[config.mk]
export PLATFORM = sky130hd
export DESIGN_NAME = vout_line_fetch_sched
export DESIGN_NICKNAME = d
export VERILOG_FILES = /design/src/rtl/vout_pkg.sv /design/src/rtl/vout_line_fetch_sched_rr_arbiter.sv /design/src/rtl/vout_line_fetch_sched.sv
export SDC_FILE = /design/constraint.sdc
export NUM_CORES = 1
export LEC_CHECK = 0
export ABC_AREA = 1
export BUFFER_PORTS_ARGS = -buffer_cell sky130_fd_sc_hd__clkbuf_2
export CORE_AREA = 2 2 142 110
export CTS_CLUSTER_DIAMETER = 60
export DETAILED_ROUTE_END_ITERATION = 6
export DIE_AREA = 0 0 144 112
export PLACE_DENSITY = 0.64
export SYNTH_ARGS = -nofsm -noshare
export SYNTH_HDL_FRONTEND = slang
export SYNTH_HIERARCHICAL = 1
export SYNTH_SLANG_ARGS = --single-unit
[constraint.sdc]
create_clock -name dp_clk -period 7.1 [get_ports dp_clk]
set_input_delay 1.065 -clock dp_clk [delete_from_list [all_inputs] [get_ports dp_clk]]
set_output_delay 1.065 -clock dp_clk [all_outputs]
set_load 0.01 [all_outputs]
[src/rtl/vout_pkg.sv]
`default_nettype none
// ============================================================================
// Module  : vout_pkg
// Brief   : Shared defaults, FSM encoding and port-index type for the
//           video-output line fetch scheduler.
// Revision: 1.0
// ============================================================================
package vout_pkg;
    localparam int NUM_PORTS_DEF = 6;
    localparam int PORT_W_DEF    = 3;
    localparam int LINE_W_DEF    = 16;
    localparam int TIMEOUT_DEF   = 4095;
    localparam int TO_W_DEF      = 12;

    typedef logic [PORT_W_DEF-1:0] port_idx_t;

    localparam logic [1:0] ST_IDLE  = 2'd0;
    localparam logic [1:0] ST_ISSUE = 2'd1;
    localparam logic [1:0] ST_WAIT  = 2'd2;
endpackage
`default_nettype wire

[src/rtl/vout_line_fetch_sched_rr_arbiter.sv]
`default_nettype none
// ============================================================================
// Module  : rr_arbiter
// Brief   : Combinational round-robin picker; first request above 'last'.
// Revision: 1.0
// ============================================================================
module rr_arbiter #(
    parameter int NUM_PORTS = 6,
    parameter int PORT_W    = 3
) (
    input  logic [NUM_PORTS-1:0] req,
    input  logic [PORT_W-1:0]    last,
    output logic [PORT_W-1:0]    gnt_idx,
    output logic                 gnt_vld
);
    // Walk offsets from farthest to nearest so the nearest hit overrides.
    always_comb begin
        int idx;
        gnt_idx = '0;
        gnt_vld = 1'b0;
        idx     = 0;
        for (int k = NUM_PORTS; k >= 1; k--) begin
            idx = int'(last) + k;
            if (idx >= NUM_PORTS) begin
                idx = idx - NUM_PORTS;
            end
            if (req[PORT_W'(idx)]) begin
                gnt_idx = PORT_W'(idx);
                gnt_vld = 1'b1;
            end
        end
    end
endmodule
`default_nettype wire

[src/rtl/vout_line_fetch_sched.sv]
`default_nettype none
// ============================================================================
// Module  : vout_line_fetch_sched
// Brief   : Queues one line fetch per video port and issues them round-robin
//           to a shared frame-read DMA, one outstanding command at a time.
// Revision: 1.0
// ============================================================================
module vout_line_fetch_sched
    import vout_pkg::*;
#(
    parameter int NUM_PORTS = NUM_PORTS_DEF,
    parameter int PORT_W    = PORT_W_DEF,
    parameter int LINE_W    = LINE_W_DEF,
    parameter int TIMEOUT   = TIMEOUT_DEF,
    parameter int TO_W      = TO_W_DEF
) (
    input  logic                 dp_clk,
    input  logic                 rst,
    input  logic [NUM_PORTS-1:0] port_en,
    input  logic [NUM_PORTS-1:0] rdreq,
    input  logic [LINE_W-1:0]    line_number,
    output logic                 cmd_valid,
    input  logic                 cmd_ready,
    output logic [PORT_W-1:0]    cmd_port,
    output logic [LINE_W-1:0]    cmd_line,
    input  logic                 fetch_done,
    output logic                 busy,
    output logic [NUM_PORTS-1:0] overflow,
    output logic                 timeout_err,
    input  logic                 err_clr
);
    logic [1:0]           state_q, state_d;
    logic [NUM_PORTS-1:0] pending_q, pending_d;
    logic [NUM_PORTS-1:0] overflow_q, overflow_d;
    logic [LINE_W-1:0]    line_q [NUM_PORTS];
    logic [LINE_W-1:0]    line_d [NUM_PORTS];
    logic [PORT_W-1:0]    grant_q, grant_d;
    logic [PORT_W-1:0]    last_grant_q, last_grant_d;
    logic [PORT_W-1:0]    cmd_port_q, cmd_port_d;
    logic [LINE_W-1:0]    cmd_line_q, cmd_line_d;
    logic                 cmd_valid_q, cmd_valid_d;
    logic                 timeout_err_q, timeout_err_d;
    logic [TO_W-1:0]      wd_cnt_q, wd_cnt_d;
    logic                 handshake;
    logic                 to_fire;
    logic [PORT_W-1:0]    arb_idx;
    logic                 arb_vld;

    assign handshake = cmd_valid_q & cmd_ready;

    rr_arbiter #(
        .NUM_PORTS (NUM_PORTS),
        .PORT_W    (PORT_W)
    ) u_arb (
        .req     (pending_q & port_en),
        .last    (last_grant_q),
        .gnt_idx (arb_idx),
        .gnt_vld (arb_vld)
    );

    // A fresh request beats the handshake clear for the same port.
    always_comb begin
        pending_d  = pending_q;
        line_d     = line_q;
        overflow_d = err_clr ? '0 : overflow_q;
        for (int i = 0; i < NUM_PORTS; i++) begin
            if (!port_en[i]) begin
                pending_d[i] = 1'b0;
            end else if (rdreq[i]) begin
                pending_d[i] = 1'b1;
                line_d[i]    = line_number;
                if (pending_q[i] && !(handshake && grant_q == PORT_W'(i))) begin
                    overflow_d[i] = 1'b1;
                end
            end else if (handshake && grant_q == PORT_W'(i)) begin
                pending_d[i] = 1'b0;
            end
        end
    end

    always_comb begin
        state_d      = state_q;
        grant_d      = grant_q;
        last_grant_d = last_grant_q;
        cmd_port_d   = cmd_port_q;
        cmd_line_d   = cmd_line_q;
        cmd_valid_d  = cmd_valid_q;
        wd_cnt_d     = wd_cnt_q;
        to_fire      = 1'b0;
        case (state_q)
            ST_IDLE: begin
                if (arb_vld) begin
                    grant_d     = arb_idx;
                    cmd_port_d  = arb_idx;
                    cmd_line_d  = line_q[arb_idx];
                    cmd_valid_d = 1'b1;
                    state_d     = ST_ISSUE;
                end
            end
            ST_ISSUE: begin
                if (handshake) begin
                    cmd_valid_d  = 1'b0;
                    last_grant_d = grant_q;
                    wd_cnt_d     = '0;
                    state_d      = ST_WAIT;
                end
            end
            ST_WAIT: begin
                if (fetch_done) begin
                    state_d = ST_IDLE;
                end else if (wd_cnt_q == TO_W'(TIMEOUT - 1)) begin
                    to_fire = 1'b1;
                    state_d = ST_IDLE;
                end else if (wd_cnt_q != '1) begin
                    wd_cnt_d = wd_cnt_q + 1'b1;
                end
            end
            default: begin
                state_d = ST_IDLE;
            end
        endcase
        timeout_err_d = (err_clr ? 1'b0 : timeout_err_q) | to_fire;
    end

    always_comb begin
        busy        = (state_q != ST_IDLE);
        cmd_valid   = cmd_valid_q;
        cmd_port    = cmd_port_q;
        cmd_line    = cmd_line_q;
        overflow    = overflow_q;
        timeout_err = timeout_err_q;
    end

    always_ff @(posedge dp_clk or posedge rst) begin
        if (rst) begin
            state_q       <= ST_IDLE;
            pending_q     <= '0;
            overflow_q    <= '0;
            for (int i = 0; i < NUM_PORTS; i++) begin
                line_q[i] <= '0;
            end
            grant_q       <= '0;
            last_grant_q  <= PORT_W'(NUM_PORTS - 1);
            cmd_port_q    <= '0;
            cmd_line_q    <= '0;
            cmd_valid_q   <= 1'b0;
            timeout_err_q <= 1'b0;
            wd_cnt_q      <= '0;
        end else begin
            state_q       <= state_d;
            pending_q     <= pending_d;
            overflow_q    <= overflow_d;
            line_q        <= line_d;
            grant_q       <= grant_d;
            last_grant_q  <= last_grant_d;
            cmd_port_q    <= cmd_port_d;
            cmd_line_q    <= cmd_line_d;
            cmd_valid_q   <= cmd_valid_d;
            timeout_err_q <= timeout_err_d;
            wd_cnt_q      <= wd_cnt_d;
        end
    end
endmodule
`default_nettype wire
======== Word-level counts from Yosys, hierarchy flattened ========
Index checks and enable logic that the tools add are counted.
word-level totals
  input bits .............................. 33
  logic and storage cells ................. 198
  output and inout port bits .............. 28
  register bits ........................... 146
cells by class
  $lt $le $gt $ge ......................... 13
  eq/ne operators ......................... 21
  bitwise gates (word level) .............. 4
  add/sub/neg operators ................... 13
  reductions and logical operators ........ 34
  multiplexer cells ....................... 93
operators by type and width
  cell                   number
  $mux 1                 60
  $bmux 16 s3            1
  $mux 12                4
  $mux 3                 12
  $mux 16                2
  $lt 3x5->1 const B     6
  $ge 4x3->1 const B     6
  $pmux 12 s2            1
  $bmux 1 s3             6
  $ne 3x1->1 const B     6
  $sub 3x2->3 const B    6
  $reduce_and 2->1       8
  $add 12x1->12 const B  1
  $add 3x3->4 const B    3
  $eq 12x12->1 const B   1
  $logic_and 1x1->1      12
  $ne 12x12->1 const B   1
  $ne 2x2->1 const B     5
  $add 3x2->4 const B    2
  $mux 2                 4
  $and 6x6->6            1
  $eq 3x2->1 const B     2
  $eq 3x3->1 const B     2
  $logic_not 1->1        6
  other kinds (17)       20

======== Logic depth before layout (Yosys ltp) ========
Gate-level depths: netlist (run 1).
  depth after elaboration ................. 16
  gate-level depth with buffers ........... 24
  mapped depth without buffers ............ 23

======== Cells and area by module ========
The synthesis (run 1) kept the hierarchy.
modules (own cells, without submodules)
  module                 cells an instance  area each (µm²)  times used
  vout_line_fetch_sched  760                6453.7           1
  rr_arbiter             150                775.7            1

======== Least setup slack after synthesis (run 1) ========
No wires, ideal clock.
  path type ............................... input to register
  start ................................... input port_en[2]
  end ..................................... register cmd_line_q[15] (netlist: cmd_line[15])
  stages on the path ...................... 19
  path buffers ............................ 2
  library setup time ...................... 0.087 ns
  arrival ................................. 2.954 ns
  slack ................................... 4.059 ns
  cell sequence ........................... nand2_1 > inv_1 > inv_1 > o21ai_1 > inv_1 > a211o_1 > nand2_1 > inv_1 > o21ai_1 > nand2_1 > o21ai_1 > nand2_1 > inv_1 > buf_2 > buf_2 > nor2_1 > o22ai_1 > nand2_1 > o211ai_1
between the ends
  word-level cells in the longest chain between the ends .. 14
  elaborated cells on any way between the ends .. 36
  classes of those cells .................. 33 x mux; 2 x bitwise; 1 x reduce/logical
RTL lines
  element                                          RTL line                                source
  start: declaration                               vout_line_fetch_sched.sv:19             input logic [NUM_PORTS-1:0] port_en,
  $and 6x6->6 (*)                                  vout_line_fetch_sched.sv:55             .req (pending_q & port_en),
  $bmux 1 s3                                       vout_line_fetch_sched_rr_arbiter.sv:27  if (req[PORT_W'(idx)]) begin
  $mux 1 (implied by the code) (2 in series)       vout_line_fetch_sched_rr_arbiter.sv:27
  $mux 3 (5 in series)                             vout_line_fetch_sched_rr_arbiter.sv:27
  $mux 3 (*)                                       vout_line_fetch_sched_rr_arbiter.sv:27
  net arb_idx[0]                                   vout_line_fetch_sched.sv:46             logic [PORT_W-1:0] arb_idx;
  $not 3->4 (implied by the code) (*)              vout_line_fetch_sched.sv:95             cmd_line_d = line_q[arb_idx];
  $bmux 16 s3 (*)                                  vout_line_fetch_sched.sv:95
  $mux 16 (implied by the code) (*) (2 in series)  vout_line_fetch_sched.sv:95
  end signal: assignment                           vout_line_fetch_sched.sv:157            cmd_line_q <= cmd_line_d;
  end: declaration                                 vout_line_fetch_sched.sv:40             logic [LINE_W-1:0] cmd_line_q, cmd_line_d;
The timed path passes the listed nets; every way through them passes the cells marked *. The select of a mux whose other input is x is not followed.
A chain may end at the register's enable or synchronous reset.

======== Worst setup path in the final report (run 1) ========
  start ................................... register last_grant_q[0]
  end ..................................... register cmd_line_q[12] (netlist: cmd_line[12])
between the ends
  word-level cells in the longest chain between the ends .. 16
  elaborated cells on any way between the ends .. 59
  classes of those cells .................. 12 x add/sub; 6 x order compare; 39 x mux; 1 x bitwise; 1 x reduce/logical
RTL lines
  element                                          RTL line                                                                        source
  start: declaration                               vout_line_fetch_sched.sv:38                                                     logic [PORT_W-1:0] last_grant_q, last_grant_d;
  start signal: assignment                         vout_line_fetch_sched.sv:143                                                    last_grant_q <= PORT_W'(NUM_PORTS - 1);
  start signal: assignment                         vout_line_fetch_sched.sv:155                                                    last_grant_q <= last_grant_d;
  $add 3x3->4                                      vout_line_fetch_sched_rr_arbiter.sv:23                                          idx = int'(last) + k;
  $ge 4x3->1 or $sub 3x2->3 (tied branches)        vout_line_fetch_sched_rr_arbiter.sv:24, vout_line_fetch_sched_rr_arbiter.sv:25
  $mux 3                                           vout_line_fetch_sched_rr_arbiter.sv:24                                          if (idx >= NUM_PORTS) begin
  $bmux 1 s3                                       vout_line_fetch_sched_rr_arbiter.sv:27
  $mux 1 (implied by the code) (2 in series)       vout_line_fetch_sched_rr_arbiter.sv:27
  $mux 3 (5 in series)                             vout_line_fetch_sched_rr_arbiter.sv:27
  $mux 3 (*)                                       vout_line_fetch_sched_rr_arbiter.sv:27
  net arb_idx[1]                                   vout_line_fetch_sched.sv:46
  $not 3->4 (implied by the code) (*)              vout_line_fetch_sched.sv:95
  $bmux 16 s3 (*)                                  vout_line_fetch_sched.sv:95
  $mux 16 (implied by the code) (*) (2 in series)  vout_line_fetch_sched.sv:95
Marks and branches as above.

==> metrics.md, run 1 <==
| Metric | Value |
|---|---|
| Max-slew violations | `0` |
| IO buf count | `60` |
| CP arrival | `4.46 ns` |
| Resize count post-CTS | `0` |
| HPWL Detailed | `11.14 mm` |
| Final Hold Fails | `0` |
| Worst EP required | `between 7 and 8 ns` |
| Initial core utilization | `48.90%` |
| Fill count | `1454` |
| Top post-synthesis cells by count | `nand2_1, o21ai_0, dfrtp_1` |
| Root buffer cell | `clkbuf_16` |
| Synth Cell Area | `7229 um^2` |
| # IOs | `a little over 60` |
| CTS Buffer Depth | `2` |
| Final Setup Violations | `0` |
| Overall Global Routing Usage | `23.82%` |
| Clk_lat worst skew | `about 0.42 ns` |
| Unique masters post-synth | `40` |
| Power density cells | `between 200 and 300 nW/um^2` |
| Seq/Total Area, Yosys | `50.57%` |
| Final period util | `between 50 and 60%` |
| Finished Cell Area | `8249 um^2` |
| Nets | `999` |
| RR Startpoint | `last_grant_q[0]` |
| Placement Cell Area | `7646 um^2` |
| RSZ-0062 raised after global routing | `no` |
| Setup repair bufs after CTS | `0` |
| Max cap viols | `0` |
| Synthesized instance count | `about 900` |
| Maximum fanout along the worst path | `25` |
| DR DRC count | `0` |
| Hold-fix buffers, CTS | `0` |
| Initial antenna violation count | `0` |
| Startpoint Class | `flop` |
| Reg clk slew, reported paths | `0.06 ns` |
| Crit path to | `cmd_line[12]` |
| CORE AREA | `14790 um^2` |
| Clock skew | `0.006590 ns` |
| Synth Flop Type | `dfrtp_1` |
| Slew margin rel. | `~20%` |
| Status | `completed` |
| Routed Antenna Nets | `0` |
| Vias per cell | `5.233` |
| Yosys top cell area share | `49.84%` |
| Area grow syn2layout | `14.11%` |
| FMAX | `240.5 MHz` |
| CTS tree | `built` |
| Total routed wirelength | `17.76 mm` |
| Vias in the first global route | `5949` |
| Worst min path class | `reg2reg` |
| Top-count cell post-synth | `nand2_1` |
| Largest area contributor in the netlist | `dfrtp_1` |
| TNS Setup | `0 ns` |
| Std-Cell Rows | `39` |
| Post-Syn Nets | `955` |
| Router iterations before antenna repair | `5` |
| Layout cells sized above 1 | `12.31%` |
| Avg WL per Cell | `15.15 um` |
| Global-route wire length before repair | `30.01 mm` |
| Via count | `6133` |
| Static Leak | `0.003997 uW` |
| Worst IR drop on VDD | `0.2089 mV` |
| Die ar. | `about 16000 um^2` |
| Total CTS buffers | `17` |
| Worst setup EP type | `flop` |
| CTS H-tree lvls | `4` |
| Syn_area_per_cell | `approximately 7.9 um^2` |
| FFs w/ async S/R, synth | `between 90% and 100%` |
| Die Ht | `112 um` |
| Yosys reg bits | `approximately 150` |
| FF-to-FF setup slack | `2.94 ns` |
| Die X | `144 um` |
| Initial DRC Count | `410` |
| Worst-Margin Slew | `1.195 ns` |
| Antenna cells | `0` |
| Crit path launch | `last_grant_q[0]` |
| Path depth of the worst reg2reg path | `18` |
| GRT Residual Overflow | `0` |
| Number of synthesized flops with an enable pin | `0` |
| CP Class | `reg2reg` |
| Sink Count | `146` |
| Ys Warns | `6` |
| GP Congestion | `slightly above 0.9` |
| Main area contributors after synthesis | `dfrtp_1, nand2_1, o21ai_0` |
| Final Critical Period | `~4.2 ns` |
| Critical R2R Capture | `cmd_line[12]` |
| Largest net degree at the start of global routing | `91` |
how the worst min path moves through the flow:
stage / from / endpoint / slack, ns / cells after the start
2_1_floorplan: line_q[16] / line_q[16] / 0.45 / 2
3_3_place_gp: line_q[64] / line_q[64] / 0.46 / 2
3_5_place_dp: line_q[53] / line_q[53] / 0.47 / 2
4_1_cts: line_q[53] / line_q[53] / 0.48 / 2
5_1_grt: line_q[48] / line_q[48] / 0.49 / 2
6_report: line_q[54] / line_q[54] / 0.48 / 2
where the power goes:
part           switching (uW)  leakage [uW]  total (uW)  internal (uW)
Clock                     351      0.000284         916            565
Combinational             151       0.00186         227           75.3
Sequential               39.0       0.00185         946            907
Total                     542       0.00400        2090           1550
final cells by class:
cell class                 instances  area (um^2)  area share (%)
clock buffer                      21        450.4           5.460
clock inverter                    11        152.6           1.850
inverter                          73        279.0           3.382
multi-input combinational        651         3117           37.78
sequential                       146         3656           44.32
tap                              205        256.5           3.109
timing repair buffer              65        337.8           4.095
flip-flops by register name, indices dropped and copies added (netlist names):
register	flops
pending_q	6
overflow	6
state_q	2
line_q	96
cmd_port	3
timeout_err	1
cmd_line	16
last_grant_q	3
cmd_valid	1
wd_cnt_q	12
per-layer routing:
layer / wire length (um) / share of wire, % / global-route usage [%] / vias to the layer above
met5: 0 / 0 / 0 / -
met2: 7997 / 45 / 36.83 / 123
met3: 782 / 4.4 / 5.032 / 12
met4: 116 / 0.65 / 4.575 / 0
met1: 8863 / 50 / 35.06 / 2930
li1: - / - / - / 3068
kinds of logic (layout without fill, tap and decap cells):
family	count (synthesis)	after routing	synth area share, %
adder cells (fa/ha/maj)	12	12	2.077
XOR/XNOR	6	6	0.7270
flip-flops	146	146	50.57
buffers and inverters	113	170	6.317
AO/OA/AOI/OAI	221	221	17.12
AND/OR/NAND/NOR	412	412	23.19
cells in the final DEF, fill, tap and decap left out, types with 6 or more instances in the layout:
| master | Yosys | final |
|---|---|---|
| dfrtp_1 | 144 | 144 |
| nor2_2 | 6 | 6 |
| o22ai_1 | 9 | 9 |
| clkbuf_2 | 0 | 60 |
| inv_1 | 68 | 67 |
| ha_1 | 12 | 12 |
| o211ai_1 | 10 | 10 |
| o311ai_0 | 6 | 6 |
| nor2_1 | 81 | 81 |
| o21ai_0 | 161 | 161 |
| nand3_1 | 35 | 35 |
| nor3_1 | 6 | 6 |
| clkbuf_16 | 0 | 17 |
| a21oi_1 | 7 | 7 |
| nand2_1 | 267 | 267 |
| o21ai_1 | 6 | 6 |
| o21a_1 | 10 | 10 |
worst max-delay path: stages (launching register included):
cell	delay, ns
dfstp_2	0.74
inv_1	0.15
ha_1	0.39
inv_1	0.12
nand2_1	0.09
nand3_1	0.09
nand2_1	0.11
nand3_1	0.13
nand2_1	0.15
o21bai_1	0.09
nand2_1	0.06
nand2_1	0.05
nand2_1	0.05
nand2_1	0.05
nand2_1	0.05
nand2_1	0.57
nor2_4	0.68
o21ai_0	0.15
o311ai_0	0.30
stage by stage:
step	std cells	utilization (%)	total power, uW	worst slack [ns]	hold slack, ns
floorplan	910	-	1117	2.115	0.4478
global placement	1140	51.71	1181	2.886	0.4594
detailed placement	1140	51.71	1187	2.818	0.4676
CTS	1172	55.79	2107	2.946	0.4833
global route	1172	55.79	2187	2.461	0.4928
finish	1172	55.79	2089	2.942	0.4812
Note: power is estimated with default switching activity, not from simulation.
==> run 2: changes to the inputs <==
Settings changed: PLACE_DENSITY 0.64 to 0.66.
Clock period 7.1 ns to 3.4 ns, I/O delays scaled along.
==> run 2 against run 1 <==
Compared with the run above: die area is the same; core utilization grew 1.8 points; sequential power grew 110%; clock skew is 0.0073 ns higher; flip-flop and latch count is the same; cell count increased by 1.6%; critical path type unchanged; non-clock buffer count increased by 19; maximum frequency grew 32%; clock-buffer cell count grew 1; first-iteration DRC count is 19% higher; combinational power grew 130%; power rose by 110%.
==> metrics.md, run 2 (synthesis gave the netlist of run 1 again) <==
| Metric | Value |
|---|---|
| Status | `completed` |
| GRT Residual Overflow | `0` |
| Total routed wirelength | `18.20 mm` |
| Max cap viols | `0` |
| Worst EP required | `3.70 ns` |
| Initial DRC Count | `488` |
| Worst IR drop on VDD | `0.3810 mV` |
| GP Congestion | `0.9018` |
| Total CTS buffers | `17` |
| Nets | `1018` |
| Via count | `6212` |
| Placement Cell Area | `7767 um^2` |
| Area grow syn2layout | `17.71%` |
| Reg clk slew, reported paths | `0.06 ns` |
| Root buffer cell | `clkbuf_16` |
| Static Leak | `0.004135 uW` |
| Largest net degree at the start of global routing | `71` |
| Worst min path class | `in2async` |
| Placed cells | `1153` |
| Die Ht | `about 110 um` |
| CTS Buffer Depth | `2` |
| Worst-Margin Slew | `1.170 ns` |
| Clock skew | `0.01387 ns` |
| Final Hold Fails | `0` |
| Largest register FFs | `96` |
| Hold-fix buffers, CTS | `0` |
| Global-route wire length before repair | `29.61 mm` |
| CP Class | `reg2reg` |
| Commonest non-fill, non-tap cell in the layout | `nand2_1` |
| Avg WL per Cell | `approximately 15 um` |
| TNS Setup | `0 ns` |
| RSZ-0062 raised after global routing | `yes` |
| Router iterations before antenna repair | `5` |
| Vias per cell | `5.216` |
| Vias in the first global route | `about 5700` |
| Top reg by flops | `line_q` |
| Maximum fanout along the worst path | `16` |
| Final Critical Period | `3.161 ns` |
| WHS | `0.1489 ns` |
| CTS tree | `built` |
| Slew margin rel. | `21.84%` |
| Slowest CP cell | `dfrtp_2` |
| Clk_lat worst skew | `about 0.42 ns` |
| Antenna cells | `0` |
| Routed Antenna Nets | `0` |
| Most frequent cells in the layout | `nand2_1, o21ai_0, dfrtp_1, nor2_1, inv_1` |
| Cells along the critical path | `clkinvlp_4 -> ha_2 -> a21oi_2 -> a21oi_2 -> a21oi_1 -> nor2_1 -> nand2_1 -> nand2_1 -> nor2_2 -> nand2_1 -> nand2_1 -> nand2_1 -> a21oi_2 -> inv_1 -> nor2_4 -> buf_6 -> o21ai_0 -> o311ai_0` |
| Fill count | `1382` |
| Std-Cell Rows | `39` |
| Final Setup Violations | `0` |
| Initial antenna violation count | `0` |
| CORE AREA | `between 10000 and 15000 um^2` |
| # IOs | `61` |
| Max-slew violations | `0` |
| Initial core utilization | `48.90%` |
| DR DRC count | `0` |
| Die ar. | `16130 um^2` |
| HPWL Detailed | `11.65 mm` |
| Worst setup EP type | `flop` |
| Die X | `144 um` |
| CP arrival | `3.46 ns` |
| CTS H-tree lvls | `4` |
| Overall Global Routing Usage | `23.80%` |
| FMAX | `~320 MHz` |
| Crit-path max cell delay | `0.44 ns` |
| Layout cells sized above 1 | `between 15 and 20%` |
| Finished Cell Area | `8509 um^2` |
| Worst path most repeated cell | `nand2_1` |
| Power density cells | `516.8 nW/um^2` |
| Sink Count | `around 150` |
| Startpoint Class | `flop` |
| Final period util | `92.97%` |
| IO buf count | `60` |
| Post-Layout Cell Count | `1191` |
## run 2: critical path: cells and delay by family, from the launching register on
kind	cells	cell delay [ns]
AO/OA/AOI/OAI	6	1.12
adder cells (fa/ha/maj)	1	0.30
buffers and inverters	3	0.53
flip-flops	1	0.44
AND/OR/NAND/NOR	8	0.63
## run 2: final timing paths
check / startpoint / endpoint / slack (ns) / cells past startpoint
max: last_grant_q[1] / cmd_line[5] / 0.24 / 18
min in group dp_clk: fetch_done / timeout_err / 0.32 / 2
max in group asynchronous: rst / line_q[30] / 2.27 / 4
min reg2reg: line_q[21] / line_q[21] / 0.48 / 2
max reg2reg: last_grant_q[1] / cmd_line[5] / 0.24 / 18
min: rst / wd_cnt_q[4] / 0.15 / 2
## run 2: per-layer routing
layer	GRT usage (%)	vias to the layer above	share of wire, %	wire length (um)
met2	35.17	153	43	7785
met5	0	-	0	0
met4	5.294	0	1.1	196
met3	5.075	14	5.2	938
li1	-	3102	-	-
met1	36.14	2943	51	9281
## run 2: repair_timing
item,CTS,global route
gates resized for setup,0,31
buffers inserted,0,6
setup endpoints to repair,0,17
## run 2: power by group
group | switching, uW | internal, uW
Sequential | 76.5 | 1890
Combinational | 335 | 189
Clock | 713 | 1190
## run 2: final cells by class
type	count	area, um^2	area share (%)
multi-input cells	651	3189	37.48
flip-flops and latches	146	3657	42.98
clock inverters	10	135.1	1.588
clock buffers	22	464.2	5.455
well taps	205	256.5	3.014
inverters	73	285.3	3.352
repair buffers	84	521.8	6.131
## run 2: metrics by stage
step                total power, uW  setup slack, ns  utilization [%]
floorplan                      2333           0.6051                -
global placement               2497           0.1289            52.53
detailed placement             2504           0.1038            52.53
CTS                            4414          0.05993            56.59
global route                   4619         -0.08400            57.55
finish                         4398           0.2390            57.55
==> run 3: changes to the inputs <==
Settings changed: RECOVER_POWER from default to 100.
==> run 3 against run 2 <==
Compared with the run above: the flow now finishes with violations (max-capacitance violations, max-slew violations); critical endpoint unchanged; final area is 1.3% lower; cell count stayed put; clock skew hardly changed; hold slack better by 0.15 ns; core utilization is 0.73 points lower; critical path depth stayed put.
==> metrics.md, run 3 (synthesis gave the netlist of run 1 again) <==
| Metric | Value |
|---|---|
| Status | `complete, but fails checks` |
| HPWL Detailed | `11.65 mm` |
| Post-placement setup slack | `0.1038 ns` |
| P_sw | `1125 uW` |
| Clock skew | `0.01371 ns` |
| Failing checks | `max-capacitance violations, max-slew violations` |
| Total CTS buffers | `17` |
| Std-Cell Rows | `39` |
| Clk pwr share | `between 40 and 50%` |
| Most frequent cells in the layout | `nand2_1, o21ai_0, dfrtp_1, nor2_1, inv_1` |
| Fill count | `1419` |
| Sw Share | `between 20 and 30%` |
| Largest register FFs | `96` |
| RSZ-0062 raised after global routing | `yes` |
| CORE AREA | `14790 um^2` |
| Slowest CP cell | `dfrtp_2` |
| Top reg by flops | `line_q` |
| Initial antenna violation count | `0` |
| Area grow syn2layout | `16.22%` |
| Die X | `144 um` |
| FMAX | `about 310 MHz` |
| Total routed wirelength | `18.36 mm` |
| Worst EP required | `3.70 ns` |
| CP Class | `reg2reg` |
| Maximum fanout along the worst path | `16` |
| Placement Cell Area | `7767 um^2` |
| CP arrival | `3.49 ns` |
| Power share of the combinational group | `11.8%` |
| Nets | `1018` |
| Final Hold Fails | `0` |
| Max-slew violations | `173` |
| IO buf count | `60` |
| Avg WL per Cell | `15.41 um` |
| Final Critical Period | `3.190 ns` |
| Flop pwr share | `between 40% and 50%` |
| Cells along the critical path | `clkinvlp_4 -> ha_2 -> a21oi_2 -> a21oi_2 -> a21oi_1 -> nor2_1 -> nand2_1 -> nand2_1 -> nor2_2 -> nand2_1 -> nand2_1 -> nand2_1 -> a21oi_2 -> inv_1 -> nor2_4 -> buf_6 -> o21ai_0 -> o311ai_0` |
| Hold-fix buffers, CTS | `0` |
| WHS | `slightly below 0.3 ns` |
| CTS tree | `built` |
| Sink Count | `146` |
| # IOs | `between 60 and 70` |
| Layout cells sized above 1 | `10.85%` |
| Finished Cell Area | `8402 um^2` |
| Slew margin rel. | `-14.10%` |
| Router iterations before antenna repair | `7` |
| Initial DRC Count | `523` |
| Worst IR drop on VDD | `0.3822 mV` |
| Internal | `3266 uW` |
| FF-to-FF setup slack | `approximately 0.21 ns` |
| Die Ht | `112 um` |
| Reg clk slew, reported paths | `0.06 ns` |
| Routed Antenna Nets | `0` |
| Worst-Margin Slew | `1.712 ns` |
| Worst setup margin | `0.2098 ns` |
| Crit-path max cell delay | `about 0.44 ns` |
| GRT Residual Overflow | `0` |
| Max cap viols | `5` |
| CTS Buffer Depth | `2` |
| Worst path most repeated cell | `nand2_1` |
| Overall Global Routing Usage | `between 20% and 30%` |
| Root buffer cell | `clkbuf_16` |
| Vias per cell | `5.217` |
| Util after Layout | `56.82%` |
| Clk_lat worst skew | `around 0.42 ns` |
| Final period util | `93.83%` |
| Antenna cells | `0` |
| Worst min path class | `in2async` |
| DR DRC count | `0` |
| Final Setup Violations | `0` |
| Largest net degree at the start of global routing | `71` |
| Worst setup EP type | `flop` |
| Die ar. | `16130 um^2` |
| Static Leak | `0.003981 uW` |
| CTS H-tree lvls | `4` |
| Vias in the first global route | `5737` |
| Initial core utilization | `48.90%` |
| Via count | `a little over 6000` |
| GP Congestion | `approximately 0.90` |
| Global-route wire length before repair | `between 20 and 30 mm` |
| Startpoint Class | `flop` |
| Commonest non-fill, non-tap cell in the layout | `nand2_1` |
| Power density cells | `522.7 nW/um^2` |
-- run 3: timing repair --
action | in CTS | in global routing
setup endpoints to repair | 0 | 17
setup buffers | 0 | 6
resized for setup | 0 | 31
hold endpoints to repair | 0 | 0
-- run 3: worst max-delay path, delay by kind of cell (launching register included) --
kind,cells,cell delay (ns)
adder cells (fa/ha/maj),1,0.30
AO/OA/AOI/OAI,6,1.14
flip-flops,1,0.44
buffers and inverters,3,0.53
AND/OR/NAND/NOR,8,0.63
-- run 3: path summary, 6_finish.rpt --
path / startpoint / endpoint / cells past startpoint
min: rst / wd_cnt_q[4] / 2
max reg2reg: last_grant_q[1] / cmd_line[5] / 18
min reg2reg: line_q[21] / line_q[21] / 2
max in group asynchronous: rst / line_q[30] / 4
min in group dp_clk: fetch_done / timeout_err / 2
max: last_grant_q[1] / cmd_line[5] / 18
-- run 3: layer usage --
metal | up-vias | global-route usage (%) | part of all wire, %
met3 | 14 | 5.075 | 5.6
li1 | 3104 | - | -
met1 | 2929 | 36.14 | 50
met2 | 166 | 35.17 | 43
met5 | - | 0 | 0
met4 | 0 | 5.294 | 1.1
-- run 3: cell type report --
cell class / instances / area (um^2) / share of cell area, %
Multi-Input combinational cell: 651 / 3167 / 37.69
Sequential cell: 146 / 3657 / 43.53
Tap cell: 205 / 256.5 / 3.053
Clock buffer: 22 / 464.2 / 5.525
Timing Repair Buffer: 84 / 439.2 / 5.227
Clock inverter: 10 / 135.1 / 1.608
Inverter: 73 / 282.8 / 3.366
-- run 3: power by group through the flow --
stage	sequential, uW	clock, uW	combinational, uW
detailed placement	2000	0	508
global placement	2000	0	502
finish	1970	1900	518
global route	1990	2020	599
floorplan	1980	0	350
CTS	1970	1930	510
-- run 3: metrics by stage --
stage	std cells	power, uW	setup TNS, ns
4_1_cts	1185	4414	0
3_3_place_gp	1153	2497	0
2_1_floorplan	910	2333	0
5_1_grt	1191	4612	-0.3113
6_report	1191	4391	0
3_5_place_dp	1153	2504	0
